**config.mk**
```make
export PLATFORM = sky130hd
export DESIGN_NAME = mem_access_unit_flat
export DESIGN_NICKNAME = d
export VERILOG_FILES = /design/src/rtl/mem_access_unit_if.sv /design/src/rtl/mem_access_unit.sv /design/src/flat_wrapper.sv
export SDC_FILE = /design/constraint.sdc
export NUM_CORES = 1
export LEC_CHECK = 0
export BUFFER_PORTS_ARGS = -buffer_cell sky130_fd_sc_hd__buf_2
export CAP_MARGIN = 10
export CORE_ASPECT_RATIO = 0.5
export CORE_UTILIZATION = 25
export DETAILED_ROUTE_END_ITERATION = 8
export SYNTH_ARGS = -nofsm -noshare
export SYNTH_HDL_FRONTEND = slang
export SYNTH_SLANG_ARGS = --single-unit
```
**constraint.sdc**
```tcl
create_clock -name clock -period 3.55 [get_ports clock]
set_clock_uncertainty 0.1 [all_clocks]
set_input_delay 0.1775 -clock clock [delete_from_list [all_inputs] [get_ports clock]]
set_output_delay 0.1775 -clock clock [all_outputs]
set_load 0.02 [all_outputs]
```
**src/rtl/mem_access_unit_if.sv**
```systemverilog
// Load/store request bundle between the CPU memory stage
// and mem_access_unit.
interface mem_access_unit_if;
  logic        req;
  logic        we;
  logic [1:0]  size;
  logic        unsigned_ld;
  logic [31:0] addr;
  logic [31:0] wdata;
  logic        ready;
  logic        done;
  logic        err;
  logic [31:0] rdata;

  modport master (
    output req, we, size, unsigned_ld, addr, wdata,
    input  ready, done, err, rdata
  );

  modport slave (
    input  req, we, size, unsigned_ld, addr, wdata,
    output ready, done, err, rdata
  );
endinterface

```
**src/rtl/mem_access_unit.sv**
```systemverilog
// Byte/halfword/word load-store controller for a 128-word
// synchronous data memory; sub-word stores use read-modify-write.
module mem_access_unit #(
  parameter logic [31:0] BASE_ADDR = 32'h1001_0000,
  parameter int          MEM_AW    = 7
) (
  input  logic              clock,
  input  logic              reset_n,
  mem_access_unit_if.slave  bus,
  output logic [MEM_AW-1:0] mem_address,
  output logic [31:0]       mem_data,
  output logic              mem_wren,
  input  logic [31:0]       mem_q
);

  localparam int HI = MEM_AW + 2;

  typedef enum logic [2:0] {
    IDLE, READ, CAPTURE, WRITE, DONE
  } state_t;

  state_t      state;
  logic        we_r;
  logic        uns_r;
  logic [1:0]  size_r;
  logic [1:0]  off_r;
  logic [15:0] wdata_r;

  logic        bad;
  logic [7:0]  lane_b;
  logic [15:0] lane_h;
  logic [31:0] ld_val;
  logic [31:0] merged;

  always_comb begin
    bad = 1'b0;
    unique case (1'b1)
      (bus.size == 2'b11): bad = 1'b1;
      (bus.size == 2'b01): bad = bus.addr[0];
      (bus.size == 2'b10): bad = |bus.addr[1:0];
      default:             bad = 1'b0;
    endcase
    if (bus.addr[31:HI] != BASE_ADDR[31:HI])
      bad = 1'b1;
  end

  // Lane extraction and merge work on the captured byte offset.
  always_comb begin
    lane_b = mem_q[{off_r, 3'b000} +: 8];
    lane_h = off_r[1] ? mem_q[31:16] : mem_q[15:0];
    ld_val = mem_q;
    merged = mem_q;
    if (size_r == 2'b00) begin
      ld_val = {{24{~uns_r & lane_b[7]}}, lane_b};
      merged[{off_r, 3'b000} +: 8] = wdata_r[7:0];
    end else if (size_r == 2'b01) begin
      ld_val = {{16{~uns_r & lane_h[15]}}, lane_h};
      merged[{off_r[1], 4'b0000} +: 16] = wdata_r;
    end
  end

  always_ff @(posedge clock or negedge reset_n) begin
    if (!reset_n) begin
      state       <= IDLE;
      we_r        <= 1'b0;
      uns_r       <= 1'b0;
      size_r      <= 2'b00;
      off_r       <= 2'b00;
      wdata_r     <= 16'h0;
      bus.ready   <= 1'b1;
      bus.done    <= 1'b0;
      bus.err     <= 1'b0;
      bus.rdata   <= 32'h0;
      mem_address <= '0;
      mem_data    <= 32'h0;
      mem_wren    <= 1'b0;
    end else begin
      bus.done <= 1'b0;
      mem_wren <= 1'b0;
      unique case (state)
        IDLE: begin
          if (bus.req) begin
            bus.ready <= 1'b0;
            we_r      <= bus.we;
            uns_r     <= bus.unsigned_ld;
            size_r    <= bus.size;
            off_r     <= bus.addr[1:0];
            wdata_r   <= bus.wdata[15:0];
            if (bad) begin
              bus.err  <= 1'b1;
              bus.done <= 1'b1;
              state    <= DONE;
            end else begin
              mem_address <= bus.addr[HI-1:2];
              if (bus.we && bus.size == 2'b10) begin
                mem_data <= bus.wdata;
                mem_wren <= 1'b1;
                state    <= WRITE;
              end else begin
                state <= READ;
              end
            end
          end
        end
        READ: state <= CAPTURE;
        CAPTURE: begin
          if (we_r) begin
            mem_data <= merged;
            mem_wren <= 1'b1;
            state    <= WRITE;
          end else begin
            bus.rdata <= ld_val;
            bus.done  <= 1'b1;
            state     <= DONE;
          end
        end
        WRITE: begin
          bus.done <= 1'b1;
          state    <= DONE;
        end
        DONE: begin
          bus.err   <= 1'b0;
          bus.ready <= 1'b1;
          state     <= IDLE;
        end
        default: state <= IDLE;
      endcase
    end
  end

endmodule

```
**src/flat_wrapper.sv**
```systemverilog
// flat-port wrapper written by rule: the top's interface ports become plain ports
module mem_access_unit_flat 
#(
  parameter logic [31:0] BASE_ADDR = 32'h1001_0000,
  parameter int          MEM_AW    = 7
)
  (clock, reset_n, mem_address, mem_data, mem_wren, mem_q, bus_req, bus_we, bus_size, bus_unsigned_ld, bus_addr, bus_wdata, bus_ready, bus_done, bus_err, bus_rdata);
  mem_access_unit_if bus_i ();
  input  logic clock;
  input  logic reset_n;
  output logic [MEM_AW-1:0] mem_address;
  output logic [31:0] mem_data;
  output logic mem_wren;
  input  logic [31:0] mem_q;
  input wire logic [$bits(bus_i.req)-1:0] bus_req;
  input wire logic [$bits(bus_i.we)-1:0] bus_we;
  input wire logic [$bits(bus_i.size)-1:0] bus_size;
  input wire logic [$bits(bus_i.unsigned_ld)-1:0] bus_unsigned_ld;
  input wire logic [$bits(bus_i.addr)-1:0] bus_addr;
  input wire logic [$bits(bus_i.wdata)-1:0] bus_wdata;
  output wire logic [$bits(bus_i.ready)-1:0] bus_ready;
  output wire logic [$bits(bus_i.done)-1:0] bus_done;
  output wire logic [$bits(bus_i.err)-1:0] bus_err;
  output wire logic [$bits(bus_i.rdata)-1:0] bus_rdata;
  assign bus_i.req = bus_req;
  assign bus_i.we = bus_we;
  assign bus_i.size = bus_size;
  assign bus_i.unsigned_ld = bus_unsigned_ld;
  assign bus_i.addr = bus_addr;
  assign bus_i.wdata = bus_wdata;
  assign bus_ready = bus_i.ready;
  assign bus_done = bus_i.done;
  assign bus_err = bus_i.err;
  assign bus_rdata = bus_i.rdata;
  mem_access_unit #(.BASE_ADDR(BASE_ADDR), .MEM_AW(MEM_AW)) u_core (.clock(clock), .reset_n(reset_n), .bus(bus_i), .mem_address(mem_address), .mem_data(mem_data), .mem_wren(mem_wren), .mem_q(mem_q));
endmodule
```
==> metrics.cfg, run 1 <==
[drt]
drt_pre_antenna_iters=5
avgRoutedWirePerCell_um=19.3
wl_mm=20.4
num_vias=5334
viasPerCell=5.05
ant_nets=0
drc=0
drt-initial-drc-count=388

[place]
post_dp_cell_area_um2=6860
dp_hpwl_mm=15.1
portBuffers=177
place_congestion=0.913

[cells_and_area]
design_area_um2=7410
area_growth_pct=31.7
drive_gt1_share_pct=37.7
fillers=2265
nNetsFinal=859
diodes=0

[global_route]
grt_max_degree=65
grt_pass1_vias=5073
grt_use_total_pct=17.4
grt_antenna_before_repair=0
grt.overflow.total=0
grt_first_pass_wirelength_mm=30.8

[setup_path]
cp-end-kind=register
critPathLaunch=u_core.off_r[1]
path_class=register to register
reg2reg_slack_ns=0.48
cp_data_arrival_time_ns=3.26
required_ns=3.74
r2r_start=u_core.off_r[1]
critPathLaunchType=register
r2r_cells=7
worst-path-max-fanout=12

[sta]
tns_ns=0
tightest_slew_ns=0.963
setup_viol=0
fin_crit_ns=3.07
maxSlewHeadroom_pct=35.3
hold_violations=0
fin_crit_sh_pct=86.5
slew_viol_final=0
grt_setup_unrepaired=false
fmax_mhz=326

[clock_tree]
cts_htree_levels=3
cts_tree=done
clk_latency_ns=0.36
clkTransAtPathRegs_ns=0.08
cts-root-buf=clkbuf_16
postCtsSetupRepairBufs=0
cts_sinks=100
clock_path_buffers=2
cts_buffers=9

[yosys]
yosys.area.top_type=dfrtp_1
synth-edff-count=0
ys.flop_type=dfrtp_1
synth_common_cells=dfrtp_1 (99), nand2_1 (61), mux2_2 (52)
synth-seq-cells=100
synth_area_leaders=dfrtp_1 (44%), mux2_2 (10%), o21ai_0 (4.1%)
yosysTopAreaCellShare_pct=44.0
syn_nets=671
syn-cell-area_um2=5630
ys_warn_count=0
avgSynthCellArea_um2=10.0
yosysSeqAreaShare_pct=44.5
synth_cell_types=46
async_reset_ff_share_pct=100
synthCells=563
yosysMostFrequentCell=dfrtp_1

[power]
p_per_area_nw_per_um2=391
leakagePower_uw=0.00358
ir_worst_vdd_v=0.000221

[min_path]
hold_path_class=input pin to register
min_from=bus_addr[1]
min_path_cells=3

[flow_run]
maxCapViolCount=0

[floorplan]
start_util_pct=25.7
ios=178
fp.coreArea_um2=21900
die-width_um=214
die_y_um=108
rows=38
die_area_um2=23200

[status]
status=completed

==> kinds of logic (layout without fill, tap and decap cells) <==
group | Yosys count | in the layout | synth area share [%]
adders and majority gates | 5 | 5 | 1.11
buffers and inverters | 50 | 243 | 3.64
DFF | 100 | 100 | 44.5
AOI/OAI and AO/OA | 159 | 159 | 19.0
and+or+nand+nor | 172 | 172 | 14.6
muxes | 77 | 77 | 17.2
==> worst max-delay path: stages (launching register included) <==
cell      delay, ns
dfrtp_1        0.35
clkinv_1       0.30
ha_1           0.45
or4b_2         0.65
o22ai_1        0.61
a221oi_1       0.24
nor2_1         0.15
mux2_2         0.15
==> cell usage in the layout (no fill, tap or decap), types with 5 or more instances in the layout <==
master,netlist,final
clkbuf_16,0,9
mux2_2,52,52
dfrtp_1,99,99
mux2_4,7,7
nor3_1,13,13
o21ai_0,46,46
o21a_1,8,8
nand3_1,14,14
mux2i_1,10,10
a21oi_1,29,29
ha_1,5,5
nor4_1,5,5
a22o_1,16,16
a31oi_1,9,8
inv_1,5,5
nor2_1,41,41
dlygate4sd3_1,0,26
nor2b_1,18,18
a221o_1,15,15
o22ai_1,10,10
buf_4,1,18
buf_2,11,176
a221oi_1,17,17
mux4_2,8,8
nand2b_1,8,8
nand2_1,61,61
==> timing repair <==
| item | in CTS | in global routing |
|---|---|---|
| hold buffers | 26 | 0 |
| gates resized for setup | 0 | 0 |
| endpoints found under the hold margin | 86 | 0 |
==> state kept, by name, indices dropped and copies added (netlist names) <==
register            cells
u_core.bus.rdata       32
u_core.mem_data        32
u_core.wdata_r         16
u_core.mem_address      7
u_core.state            3
u_core.off_r            2
u_core.size_r           2
u_core.bus.done         1
u_core.bus.err          1
u_core.bus.ready        1
u_core.mem_wren         1
u_core.uns_r            1
u_core.we_r             1
==> metrics by stage <==
| stage | total power, µW | util (%) | std cells | hold WS (ns) | setup WS (ns) |
|---|---|---|---|---|---|
| floorplan | 1620 | - | 563 | -0.218 | 0.651 |
| global placement | 1890 | 31.4 | 1014 | 0.255 | 0.655 |
| detailed placement | 1890 | 31.4 | 1014 | 0.269 | 0.570 |
| CTS | 2920 | 33.9 | 1056 | 0.00145 | 0.542 |
| global route | 3030 | 33.9 | 1056 | 0.00719 | 0.367 |
| finish | 2900 | 33.9 | 1056 | 0.00505 | 0.480 |
==> layer usage <==
| layer | vias to the layer above | GRT usage [%] | wire length (µm) |
|---|---|---|---|
| met4 | 0 | 6.28 | 515 |
| met3 | 37 | 4.22 | 1350 |
| met1 | 2636 | 23.6 | 9130 |
| met5 | - | 0 | 0 |
| met2 | 203 | 27.1 | 9360 |
| li1 | 2458 | - | - |
==> power breakdown <==
part / leakage [µW] / total (µW) / switching (µW) / internal (µW)
sequential: 0.00126 / 1250 / 64.2 / 1190
clock: 0.000141 / 997 / 502 / 495
combinational: 0.00217 / 647 / 380 / 266
total: 0.00358 / 2900 / 947 / 1950
==> worst paths after layout <==
path / end
hold reg to reg: u_core.bus.rdata[1]
setup / recovery: u_core.mem_data[3]
max in group asynchronous: u_core.off_r[0]
hold / removal: u_core.off_r[1]
min in group asynchronous: u_core.wdata_r[7]
setup reg to reg: u_core.mem_data[3]
==> area by class of cell <==
type	instances	area, µm²	area share [%]
inverters	7	26.3	0.354
flip-flops and latches	100	2500	33.8
well taps	300	375	5.06
clock inverters	7	70.1	0.945
repair buffers	220	1280	17.2
multi-input cells	413	2940	39.6
clock buffers	9	225	3.04
(Power assumes the default switching activity.)
==> run 2, diff against run 1 <==
- CORE_UTILIZATION: 25 -> 34
==> metrics.cfg, run 2 (same netlist as run 1, synthesis figures left out) <==
[clock_tree]
postCtsSetupRepairBufs=0  ; unchanged
cts_tree=done  ; unchanged
clock_path_buffers=2  ; unchanged
cts_buffers=9  ; unchanged
cts_sinks=100  ; unchanged
clkTransAtPathRegs_ns=0.07  ; was 0.08 ns
clk_latency_ns=0.36  ; about the same
cts_htree_levels=3  ; unchanged
post_cts_resized=0  ; unchanged
cts-root-buf=clkbuf_16  ; unchanged

[setup_path]
path_cells=clkinv_1, ha_1, or4b_2, o22ai_1, a221oi_1, nor2_1, mux2_2  ; unchanged
cp_slowest_cell=o22ai_1  ; was or4b_2
worst-path-max-fanout=12  ; unchanged
required_ns=3.74  ; about the same
cp.buffers_inverters=1  ; unchanged
cp_data_arrival_time_ns=3.39  ; was 3.26 ns
critPathMaxStageDelay_ns=0.78  ; was 0.65 ns
crit_family=compound AO/OA/AOI/OAI gates  ; unchanged
critPathLaunchType=register  ; unchanged
cp-end-kind=register  ; unchanged
path_class=register to register  ; unchanged

[floorplan]
rows=32  ; was 38
die_area_um2=17100  ; was 23,200 µm²
die-width_um=184  ; was 214 µm
fp.coreArea_um2=15800  ; was 21,900 µm²
ios=178  ; unchanged
start_util_pct=35.7  ; was 25.7%
die_y_um=93.0  ; was 108 µm

[sta]
hold_violations=0  ; unchanged
grt_setup_unrepaired=false  ; unchanged
fin_crit_sh_pct=90.1  ; was 86.5%
setup_viol=0  ; unchanged
tns_ns=0  ; unchanged
slew_viol_final=0  ; unchanged
fin_crit_ns=3.20  ; was 3.07 ns
tightest_slew_ns=1.06  ; was 0.963 ns
fmax_mhz=313  ; was 326 MHz
maxSlewHeadroom_pct=29.5  ; was 35.3%

[drt]
wl_mm=19.3  ; was 20.4 mm
drt-initial-drc-count=512  ; was 388
drc=0  ; unchanged
viasPerCell=5.52  ; was 5.05
drt_pre_antenna_iters=5  ; unchanged
num_vias=5402  ; was 5,334
avgRoutedWirePerCell_um=19.8  ; was 19.3 µm
ant_nets=0  ; unchanged

[power]
ir_worst_vdd_v=0.000223  ; was 0.000221 V
leakagePower_uw=0.00357  ; was 0.00358 µW
p_per_area_nw_per_um2=385  ; was 391 nW/µm²

[cells_and_area]
drive_gt1_share_pct=37.3  ; was 37.7%
top_regs=u_core.bus.rdata x32, u_core.mem_data x32, u_core.wdata_r x16  ; unchanged
fillers=1523  ; was 2,265
final_common_cell=buf_2  ; unchanged
layout_common_cells=buf_2 (176), dfrtp_1 (99), nand2_1 (61)  ; unchanged
nNetsFinal=860  ; was 859
area_growth_pct=29.8  ; was 31.7%
final_cells=978  ; was 1,056
diodes=0  ; unchanged
design_area_um2=7310  ; was 7410 µm²

[min_path]
hold_path_class=input pin to register  ; unchanged

[place]
place_congestion=0.895  ; was 0.913
post_dp_cell_area_um2=6750  ; was 6860 µm²
dp_hpwl_mm=14.1  ; was 15.1 mm
dpl.cell_count=933  ; was 1,014
portBuffers=177  ; unchanged

[global_route]
grt_max_degree=84  ; was 65
grt.overflow.total=0  ; unchanged
grt_first_pass_wirelength_mm=29.3  ; was 30.8 mm
grt_antenna_before_repair=0  ; unchanged
grt_pass1_vias=5219  ; was 5,073
grt_use_total_pct=23.0  ; was 17.4%

[status]
status=completed  ; unchanged

[flow_run]
maxCapViolCount=0  ; unchanged

-- run 2: stage by stage --
step / setup WS (ns) / total power (µW) / utilization, % / hold slack [ns]
floorplan: 0.651 / 1620 / - / -0.218
finish: 0.350 / 2810 / 46.3 / 0.0239
detailed placement: 0.462 / 1860 / 42.8 / 0.313
global placement: 0.580 / 1860 / 42.8 / 0.310
CTS: 0.438 / 2810 / 46.3 / 0.0188
global route: 0.181 / 2930 / 46.3 / 0.0351
-- run 2: cell type report --
class / instances / area, µm² / share of cell area [%]
clock buffers: 11 / 233 / 3.18
clock inverters: 5 / 37.5 / 0.514
inverters: 7 / 26.3 / 0.360
multi-input cells: 413 / 2940 / 40.2
flip-flops and latches: 100 / 2500 / 34.3
well taps: 221 / 277 / 3.78
repair buffers: 221 / 1290 / 17.7
-- run 2: what timing repair did --
action | in CTS | in global routing
endpoints found under the hold margin | 109 | 0
hold buffers | 29 | 0
endpoints found under the setup margin | 0 | 0
-- run 2: worst paths after layout --
check	start	to	slack [ns]	cells past startpoint
worst max-delay path	u_core.off_r[1]	u_core.mem_data[5]	0.35	7
worst min-delay path	bus_wdata[13]	u_core.wdata_r[13]	0.02	2
worst max register to register	u_core.off_r[1]	u_core.mem_data[5]	0.35	7
worst min register to register	u_core.bus.rdata[3]	u_core.bus.rdata[3]	0.39	2
max in group asynchronous	reset_n	u_core.bus.rdata[11]	2.02	3
min in group asynchronous	reset_n	u_core.mem_address[4]	0.45	2
-- run 2: routing by layer --
| metal | track usage (%) | part of all wire, % | up-vias |
|---|---|---|---|
| met3 | 4.36 | 7.0 | 37 |
| met2 | 36.2 | 47 | 245 |
| li1 | - | - | 2459 |
| met1 | 31.6 | 44 | 2661 |
| met4 | 8.33 | 1.8 | 0 |
| met5 | 0 | 0 | - |
-- run 2: power breakdown --
| part | leakage (µW) | total, µW | switching (µW) | internal, µW |
|---|---|---|---|---|
| sequential | 0.00126 | 1260 | 66.4 | 1190 |
| combinational | 0.00218 | 625 | 361 | 264 |
| clock | 0.000126 | 932 | 453 | 479 |
| total | 0.00357 | 2810 | 881 | 1930 |
==> run 3, diff against run 2 <==
- ABC_AREA: unset -> 1
==> metrics.cfg, run 3 <==
[cells_and_area]
nNetsFinal=1175  ; was 860
drive_gt1_share_pct=23.5  ; was 37.3%
area_growth_pct=24.2  ; was 29.8%
final_common_cell=nand2_1  ; was buf_2
diodes=0  ; unchanged
top_regs=u_core.bus.rdata x32, u_core.mem_data x32, u_core.wdata_r x16  ; unchanged
final_cells=1306  ; was 978
layout_common_cells=nand2_1 (310), buf_2 (176), dfrtp_1 (99)  ; was buf_2 (176), dfrtp_1 (99), nand2_1 (61)

[floorplan]
fp.coreArea_um2=17700  ; was 15,800 µm²
ios=178  ; unchanged
start_util_pct=35.3  ; was 35.7%
die_y_um=97.7  ; was 93.0 µm
rows=34  ; was 32
die_area_um2=18900  ; was 17,100 µm²
die-width_um=193  ; was 184 µm

[power]
clockPowerShare_pct=30.8  ; was 33.1%
p_seq_share_pct=40.7  ; was 44.7%
p_switching_uw=1240  ; was 881 µW
combPwrFrac_pct=28.5  ; was 22.2%
ir_worst_vdd_v=0.000257  ; was 0.000223 V
leakagePower_uw=0.00398  ; was 0.00357 µW
p_per_area_nw_per_um2=437  ; was 385 nW/µm²
p_sw_share_pct=36.6  ; was 31.3%
total_power_uw=3380  ; was 2810 µW
intPower_uw=2140  ; was 1930 µW

[sta]
hold_violations=0  ; unchanged
maxSlewHeadroom_pct=39.5  ; was 29.5%
slew_viol_final=0  ; unchanged
grt_setup_unrepaired=false  ; unchanged
tns_ns=0  ; unchanged
fin_crit_ns=2.60  ; was 3.20 ns
fin_crit_sh_pct=73.3  ; was 90.1%
tightest_slew_ns=0.907  ; was 1.06 ns
fmax_mhz=384  ; was 313 MHz
setup_viol=0  ; unchanged

[yosys]
ys_warn_count=0  ; unchanged
synth-edff-count=0  ; unchanged
yosys.area.top_type=dfrtp_1  ; unchanged
synthCells=899  ; was 563
synth-seq-cells=100  ; unchanged
synth_cell_types=31  ; was 46
syn-cell-area_um2=6230  ; was 5630 µm²
synth_area_leaders=dfrtp_1 (40%), nand2_1 (19%), a21oi_1 (5.5%)  ; was dfrtp_1 (44%), mux2_2 (10%), o21ai_0 (4.1%)
yosysMostFrequentCell=nand2_1  ; was dfrtp_1
yosysTopAreaCellShare_pct=39.7  ; was 44.0%
async_reset_ff_share_pct=100  ; unchanged
syn_nets=1007  ; was 671
synth_common_cells=nand2_1 (310), dfrtp_1 (99), inv_1 (80)  ; was dfrtp_1 (99), nand2_1 (61), mux2_2 (52)
avgSynthCellArea_um2=6.93  ; was 10.0 µm²
ys.flop_type=dfrtp_1  ; unchanged
yosysSeqAreaShare_pct=40.2  ; was 44.5%

[min_path]
hold_path_class=input pin to register  ; unchanged

[flow_run]
maxCapViolCount=0  ; unchanged

[drt]
wl_mm=22.0  ; was 19.3 mm
ant_nets=0  ; unchanged
viasPerCell=5.04  ; was 5.52
avgRoutedWirePerCell_um=16.9  ; was 19.8 µm
drt_pre_antenna_iters=8  ; was 5
num_vias=6578  ; was 5,402
drc=9  ; was 0
drt-initial-drc-count=533  ; was 512

[place]
place_congestion=0.897  ; was 0.895
portBuffers=177  ; unchanged
dpl.cell_count=1270  ; was 933
dp_hpwl_mm=16.5  ; was 14.1 mm

[global_route]
grt.overflow.total=0  ; unchanged
grt_use_total_pct=23.7  ; was 23.0%
grt_antenna_before_repair=0  ; unchanged
grt_first_pass_wirelength_mm=35.1  ; was 29.3 mm
grt_pass1_vias=6213  ; was 5,219
grt_max_degree=73  ; was 84

[status]
status=finished, violations left  ; was completed
violations=design-rule violations

[clock_tree]
cts_buffers=9  ; unchanged
postCtsHoldBufs=19  ; was 29
clkTransAtPathRegs_ns=0.07  ; about the same
clk_latency_ns=0.36  ; about the same
post_cts_resized=0  ; unchanged
cts_sinks=100  ; unchanged
cts_tree=done  ; unchanged
cts_htree_levels=3  ; unchanged
cts-root-buf=clkbuf_16  ; unchanged
clock_path_buffers=2  ; unchanged
postCtsSetupRepairBufs=0  ; unchanged

[setup_path]
path_class=register to register  ; unchanged
critPathLaunchType=register  ; unchanged
cp-end-kind=register  ; unchanged
cp_data_arrival_time_ns=2.74  ; was 3.39 ns
worst-path-max-fanout=20  ; was 12
required_ns=3.69  ; was 3.74 ns

[run 3: kinds of logic after synthesis]
kind of cell / count (synthesis) / synth area share [%]
and+or+nand+nor: 439 / 29.1
buffers and inverters: 149 / 10.0
AOI/OAI and AO/OA: 206 / 19.7
DFF: 100 / 40.2
adders and majority gates: 5 / 1.00
[run 3: critical path, stage by stage (launching register included)]
cell,delay (ns)
dfrtp_1,0.44
inv_2,0.32
ha_1,0.58
clkinv_1,0.44
nand4_1,0.20
o211ai_1,0.10
nand3_1,0.13
nand2_1,0.07
nand2_1,0.05
nand2_1,0.05
[run 3: area by class of cell]
class	count	area [µm²]
clock buffers	10	229
clock inverters	6	70.1
fillers	1873	9910
inverters	100	375
multi-input cells	650	3100
flip-flops and latches	100	2500
well taps	234	293
repair buffers	206	1170
[run 3: power groups by stage]
stage	Clock, µW	Combinational [µW]	Sequential, µW
3_3_place_gp	0	928	1400
4_1_cts	1050	954	1380
2_1_floorplan	0	496	1490
3_5_place_dp	0	934	1400
6_report	1040	964	1380
5_1_grt	1100	1070	1400
[run 3: path summary, 6_finish.rpt]
| kind | start | to | slack, ns | depth (start not counted) |
|---|---|---|---|---|
| worst max-delay path | u_core.off_r[1] | u_core.mem_data[19] | 0.95 | 9 |
| worst min-delay path | bus_wdata[13] | u_core.wdata_r[13] | 0.01 | 3 |
| worst max register to register | u_core.off_r[1] | u_core.mem_data[19] | 0.95 | 9 |
| worst min register to register | u_core.bus.ready | u_core.bus.ready | 0.37 | 2 |
| max in group asynchronous | reset_n | u_core.bus.ready | 2.11 | 3 |
| min in group asynchronous | reset_n | u_core.we_r | 0.37 | 2 |
[run 3: routing by layer]
layer / vias up / GRT usage (%) / part of all wire, %
met5: - / 0 / 0
met4: 0 / 4.31 / 0.77
met3: 17 / 4.39 / 7.4
met2: 239 / 34.3 / 41
met1: 3069 / 36.6 / 51
li1: 3253 / - / -
[run 3: per-stage QoR]
stage	hold slack [ns]	worst slack [ns]	cell area (µm²)	util, %
finish	0.00967	0.946	7740	43.8
global route	0.0203	0.744	7740	43.8
CTS	0.00593	0.969	7720	43.7
detailed placement	0.261	0.985	7230	41.0
global placement	0.261	1.05	7230	41.0
floorplan	-0.218	1.29	6230	-
